--- config.mk ---
export PLATFORM = sky130hd
export DESIGN_NAME = sm_to_twos_stream
export DESIGN_NICKNAME = d
export VERILOG_FILES = /design/src/rtl/sm_to_twos_stream.sv
export SDC_FILE = /design/constraint.sdc
export NUM_CORES = 1
export LEC_CHECK = 0
export CORE_MARGIN = 2
export CORE_UTILIZATION = 33
export DETAILED_ROUTE_END_ITERATION = 12
export PLACE_DENSITY_LB_ADDON = 0.1
export REMOVE_ABC_BUFFERS = 1
export SYNTH_ARGS = -nofsm -noshare
export SYNTH_HDL_FRONTEND = slang
export SYNTH_SLANG_ARGS = --single-unit
--- constraint.sdc ---
create_clock -name Clock -period 2.4 [get_ports Clock]
set_clock_uncertainty 0.15 [all_clocks]
set_input_delay 0.24 -clock Clock [delete_from_list [all_inputs] [get_ports Clock]]
set_output_delay 0.24 -clock Clock [all_outputs]
set_load 0.01 [all_outputs]
--- src/rtl/sm_to_twos_stream.sv ---
// Streaming sign-magnitude to two's-complement converter, 2-stage valid/ready pipeline.
// Optional negative-zero beat counter enabled by defining SM2TC_NZ_COUNT_EN.
module sm_to_twos_stream #(
  parameter int width      = 4,
  parameter int NZ_COUNT_W = 8
) (
  input  logic                  Clock,
  input  logic                  Reset,
  input  logic [width-1:0]      In,
  input  logic                  InValid,
  output logic                  InReady,
  output logic [width-1:0]      Out,
  output logic                  OutValid,
  input  logic                  OutReady,
  output logic                  NegZero,
  input  logic                  ClearCount,
  output logic [NZ_COUNT_W-1:0] NegZeroCount
);

  localparam int MW = width - 1;

  // Handshake: a beat transfers on a rising edge where valid && ready are both
  // high; valid never waits on ready, and data/flags hold while valid && !ready.
  logic             s1_valid;
  logic             s1_nz;
  logic [width-1:0] s1_data;
  logic             s2_load;
  logic             s1_load;
  logic             in_fire;
  logic             out_fire;
  logic [MW-1:0]    neg_mag;
  logic [width-1:0] conv;

  assign s2_load  = !OutValid || OutReady;
  assign s1_load  = !s1_valid || s2_load;
  assign InReady  = s1_load && !Reset;
  assign in_fire  = InValid && InReady;
  assign out_fire = OutValid && OutReady;

  // Nonzero magnitudes negate to a nonzero low field, so 100..0 never appears.
  assign neg_mag = (~s1_data[MW-1:0]) + MW'(1);

  always_comb begin
    conv = s1_data;
    if (s1_data[MW]) begin
      if (s1_nz) conv = '0;
      else       conv = {1'b1, neg_mag};
    end
  end

  always_ff @(posedge Clock or posedge Reset) begin
    if (Reset) begin
      s1_valid <= 1'b0;
      s1_nz    <= 1'b0;
      s1_data  <= '0;
    end else if (s1_load) begin
      s1_valid <= in_fire;
      if (in_fire) begin
        s1_data <= In;
        s1_nz   <= In[MW] && (In[MW-1:0] == '0);
      end
    end
  end

  always_ff @(posedge Clock or posedge Reset) begin
    if (Reset) begin
      OutValid <= 1'b0;
      Out      <= '0;
      NegZero  <= 1'b0;
    end else if (s2_load) begin
      OutValid <= s1_valid;
      NegZero  <= s1_valid && s1_nz;
      if (s1_valid) Out <= conv;
    end
  end

`ifdef SM2TC_NZ_COUNT_EN
  logic [NZ_COUNT_W-1:0] nz_count;

  // Clear has priority over a same-cycle increment; count sticks at all-ones.
  always_ff @(posedge Clock or posedge Reset) begin
    if (Reset) begin
      nz_count <= '0;
    end else if (ClearCount) begin
      nz_count <= '0;
    end else if (out_fire && NegZero && (nz_count != '1)) begin
      nz_count <= nz_count + NZ_COUNT_W'(1);
    end
  end

  assign NegZeroCount = nz_count;
`else
  logic unused_count_inputs;
  assign unused_count_inputs = ClearCount ^ out_fire;
  assign NegZeroCount        = '0;
`endif

endmodule

* Word-level counts from Yosys, hierarchy flattened *
Cells that the tools add are included.
W data, S select, Z words.

operators by class
  $add $sub $neg = 1
  $lt $le $gt $ge = 0
  equal/unequal tests = 0
  divide/modulo/power cells = 0
  multiply operators = 0
  bitwise gates (word level) = 1
  reduce and logical (&&, ||, !) cells = 12
  shifts and indexed selects = 0
  muxes and demuxes = 2

operators by type and width
  cell                   number
  $mux W4                2
  $logic_and A1 B1 Y1    4
  $reduce_and A2 Y1      2
  $add A3 B1 Y3 const B  1
  $logic_not A1 Y1       3
  $logic_not A3 Y1       1
  $not A3 Y3             1
  $logic_or A1 B1 Y1     2

storage, ports and cells
  register bits after elaboration = 12
  memories kept = 0
  ROM bits = 0
  output and inout port bits = 15
  word-level logic and storage cells = 22
  bits in latches = 0
  bits in writable memories = 0

* Longest topological paths before layout *
  depth after elaboration = 6
  gate-level depth with buffers = 5

* Worst setup path before layout *
Ideal clock, no wire load.

  path type = register to register
  from = register s1_data[1]
  to = register Out[2]
  setup slack = 1.023 ns
  library setup time = 0.064 ns
  stages on the path, launching flop included = 6
  data arrival time = 1.164 ns
  path buffers = 0
  cell sequence = dfrtp_1 > inv_1 > ha_1 > or3b_1 > a21oi_1 > o31a_2

between the ends
  cells in the longest elaborated chain, start to end = 4

ends and longest elaborated chain
  what                      RTL line  RTL
  start: declaration        26        logic [width-1:0] s1_data;
  start signal: assignment  59        s1_data <= In;
  $not A3 Y3                41        assign neg_mag = (~s1_data[MW-1:0]) + MW'(1);
  $add A3 B1 Y3             41
  $mux W4                   46        if (s1_nz) conv = '0;
  $mux W4                   45        if (s1_data[MW]) begin
  end signal: assignment    73        if (s1_valid) Out <= conv;
  end: declaration          12        output logic [width-1:0] Out,

Every way passes these cells.
A chain may end at the register's enable or synchronous reset.

* Final worst setup path *
  from = register s1_valid
  to = output port InReady

between the ends
  cells in the longest elaborated chain, start to end = 3

ends and longest elaborated chain
  what                      RTL line  RTL
  start: declaration        24        logic s1_valid;
  start signal: assignment  57        s1_valid <= in_fire;
  $logic_not A1 Y1          35        assign s1_load = !s1_valid || s2_load;
  $logic_or A1 B1 Y1        35
  $logic_and A1 B1 Y1       36        assign InReady = s1_load && !Reset;
  end: declaration          11        output logic InReady,

Every way passes these cells.

==> results.toml <==
[critical_path]
worstPathMaxFanout = 7
worstPathRequired_ps = 2010
arrival_ps = 1540
critPathMaxStageDelay_ps = 520
crit_type = "flip-flop to primary output"
ff2ff_path_depth = 5
critPathCaptureType = "primary output"
cpMaxStageDelayCell = "clkdlybuf4s50_1"
start_kind = "flip-flop"
crit_chain = "nand3b_1 -> and2_1 -> clkdlybuf4s50_1"

[power_and_ir_drop]
power_density_mw_per_mm2 = 766.1
worst_ir_drop_vdd_uv = 341.4
totalPowerFinal_mw = 0.6039
power_leakage_nw = 0.3600

[detailed_routing]
drt-total-wl_um = 960
firstDrtPassIters = 2
wl_per_cell_um = 9.897
drc = 0
wl_met1_um = 436
drt_iter0_drc = 3
top_layer = "met4"
routed_via_density = 4.165
detail-route-antenna-nets = 0
wl_met2_um = 438
num_vias = 404
wl_met3_um = 72

[timing]
finalSetupViolations = 0
max_freq_mhz = 516.8
grt_setup_unrepaired = "false"
timing.final.crit_share_pct = 80.62
period_needed_ps = 1935
tns_ps = 0
finalMaxSlewViolations = 0
finalHoldViolCount = 0
fin_ws_ps = 465.1

[synthesis]
ys_ff_latch = 12
synth_top_area_share_pct = 49.48
yosysWarnings = 0
synth_top_area_cell = "dfrtp_1"
synth_area_leaders = "dfrtp_1, mux2_2, buf_4"
avgSynthCellArea_sq_um = 11.24
synth_cell_type_count = 22
synthCells = 54
synth_area_sq_um = 606.8
synth.yosys.seq_area_share_pct = 49.48

[clock_network]
clk_path_buf_depth = 2
cts_resized = 0
clkTransAtPathRegs_ps = 80
htree_levels = 1
insertion_delay_ps = 270
root_buffer = "clkbuf_4"
cts_sinks = 12
post_cts_buffers = 0
cts_buffers = 3
cts_hold_buf = 0
cts_tree = "done"

[global_routing]
antenna_found_initial = 0
grt_start_max_net_pins = 14
grt_pass1_wl_um = 1635
grtUsageTotal_pct = 11.09
grt_pass1_vias = 384
grt-ovfl-total = 0

[finish]
area_growth_pct = 29.90
antenna_cells = 0
drive_gt1_share_pct = 19.44
final_nets = 83
postLayoutCellArea_sq_um = 788.3

[place]
io_buffers = 14
dpl_worst_slack_ps = 487.3
dp_hpwl_um = 747.7
place_area_sq_um = 752.0
place.gp.congestion = 0.6961

[hold_path]
hp-class = "input pin to async pin"

[die]
core_area_sq_mm = 0.001727
num_io_pins = 24
dieArea_sq_mm = 0.002198
dieHeight_um = 46.88
die_w_um = 46.88
start_util_pct = 35.14
core.rowCount = 15

[status]
status = "complete, no violations"

[flow_run]
drv_cap = 0
[stage by stage]
step,cells,hold slack (ps),utilization (%)
2_1_floorplan,53,-25.33,-
3_3_place_gp,93,341.4,43.55
3_5_place_dp,93,344.2,43.55
4_1_cts,97,118.3,45.65
5_1_grt,97,155.2,45.65
6_report,97,125.1,45.65
[critical path: cells and delay by family (launching register included)]
family / cells / cell delay, ps
buffers and inverters: 1 / 520
flip-flops: 1 / 450
AND/OR/NAND/NOR: 2 / 310
[Yosys cell counts]
cell type,instances
nor4b_1,1
nand3b_1,1
ha_1,1
and2b_1,1
nand2b_1,2
a2bb2oi_1,1
a21o_1,1
inv_1,4
dfrtp_1,12
conb_1,1
o31a_2,1
or3b_1,1
buf_4,8
nand2_1,3
mux2_2,7
nand3_1,1
and2_1,1
a31oi_1,1
a21oi_1,3
nor2b_1,1
nand3_2,1
o21ai_0,1
[cell type report]
| type | instances | area (sq um) |
|---|---|---|
| Fill cell | 182 | 938.4 |
| Sequential cell | 12 | 300.3 |
| Multi-Input combinational cell | 37 | 257.7 |
| Timing Repair Buffer | 15 | 147.6 |
| Clock buffer | 4 | 36.28 |
| Tap cell | 25 | 31.28 |
| Inverter | 4 | 15.01 |
[per-layer routing]
metal / GRT usage (%) / up-vias
met3: 2.308 / 2
met4: 8.333 / 0
met1: 14.15 / 181
met2: 16.44 / 15
li1: - / 206
met5: 0 / -
[worst paths after layout]
path / start / slack [ps] / to
min: Reset / 130 / OutValid
min in group Clock: s1_data[1] / 360 / s1_data[1]
min reg2reg: s1_data[1] / 360 / s1_data[1]
max reg2reg: s1_data[1] / 950 / Out[2]
max in group asynchronous: Reset / 1810 / s1_data[0]
max: s1_valid / 470 / InReady
[cell families (layout without fill, tap and decap cells)]
logic type	after synthesis	count (layout)	synth area share, %
flops	12	12	49.48
fa+ha+maj	1	1	2.062
buf+inv	12	23	12.37
compound gates	8	8	8.660
simple gates	13	13	13.82
mux	7	7	12.99
other cells	1	8	0.6180
[placed cells by master, fill, tap and decap left out, drive strengths merged]
cell type,n
clkdlybuf4s50,14
clkbuf,4
o21ai,1
nand2b,2
conb,8
nor4b,1
nand2,3
a21oi,3
nor2b,1
inv,4
o31a,1
a21o,1
mux2,7
and2,1
dfrtp,12
a31oi,1
nand3,2
buf,1
and2b,1
a2bb2oi,1
nand3b,1
or3b,1
ha,1
[state kept, by name, summed over array words and instances, names as in the netlist]
| name | flops |
|---|---|
| s1_data | 4 |
| OutValid | 1 |
| s1_nz | 1 |
| s1_valid | 1 |
| NegZero | 1 |
| Out | 4 |
[report_power, final]
group	total [mW]	switching [mW]	internal (mW)
logic	0.175	0.0675	0.108
registers	0.268	0.0250	0.243
clock network	0.161	0.0691	0.0921
No activity file was read; power rests on OpenSTA's default activity.
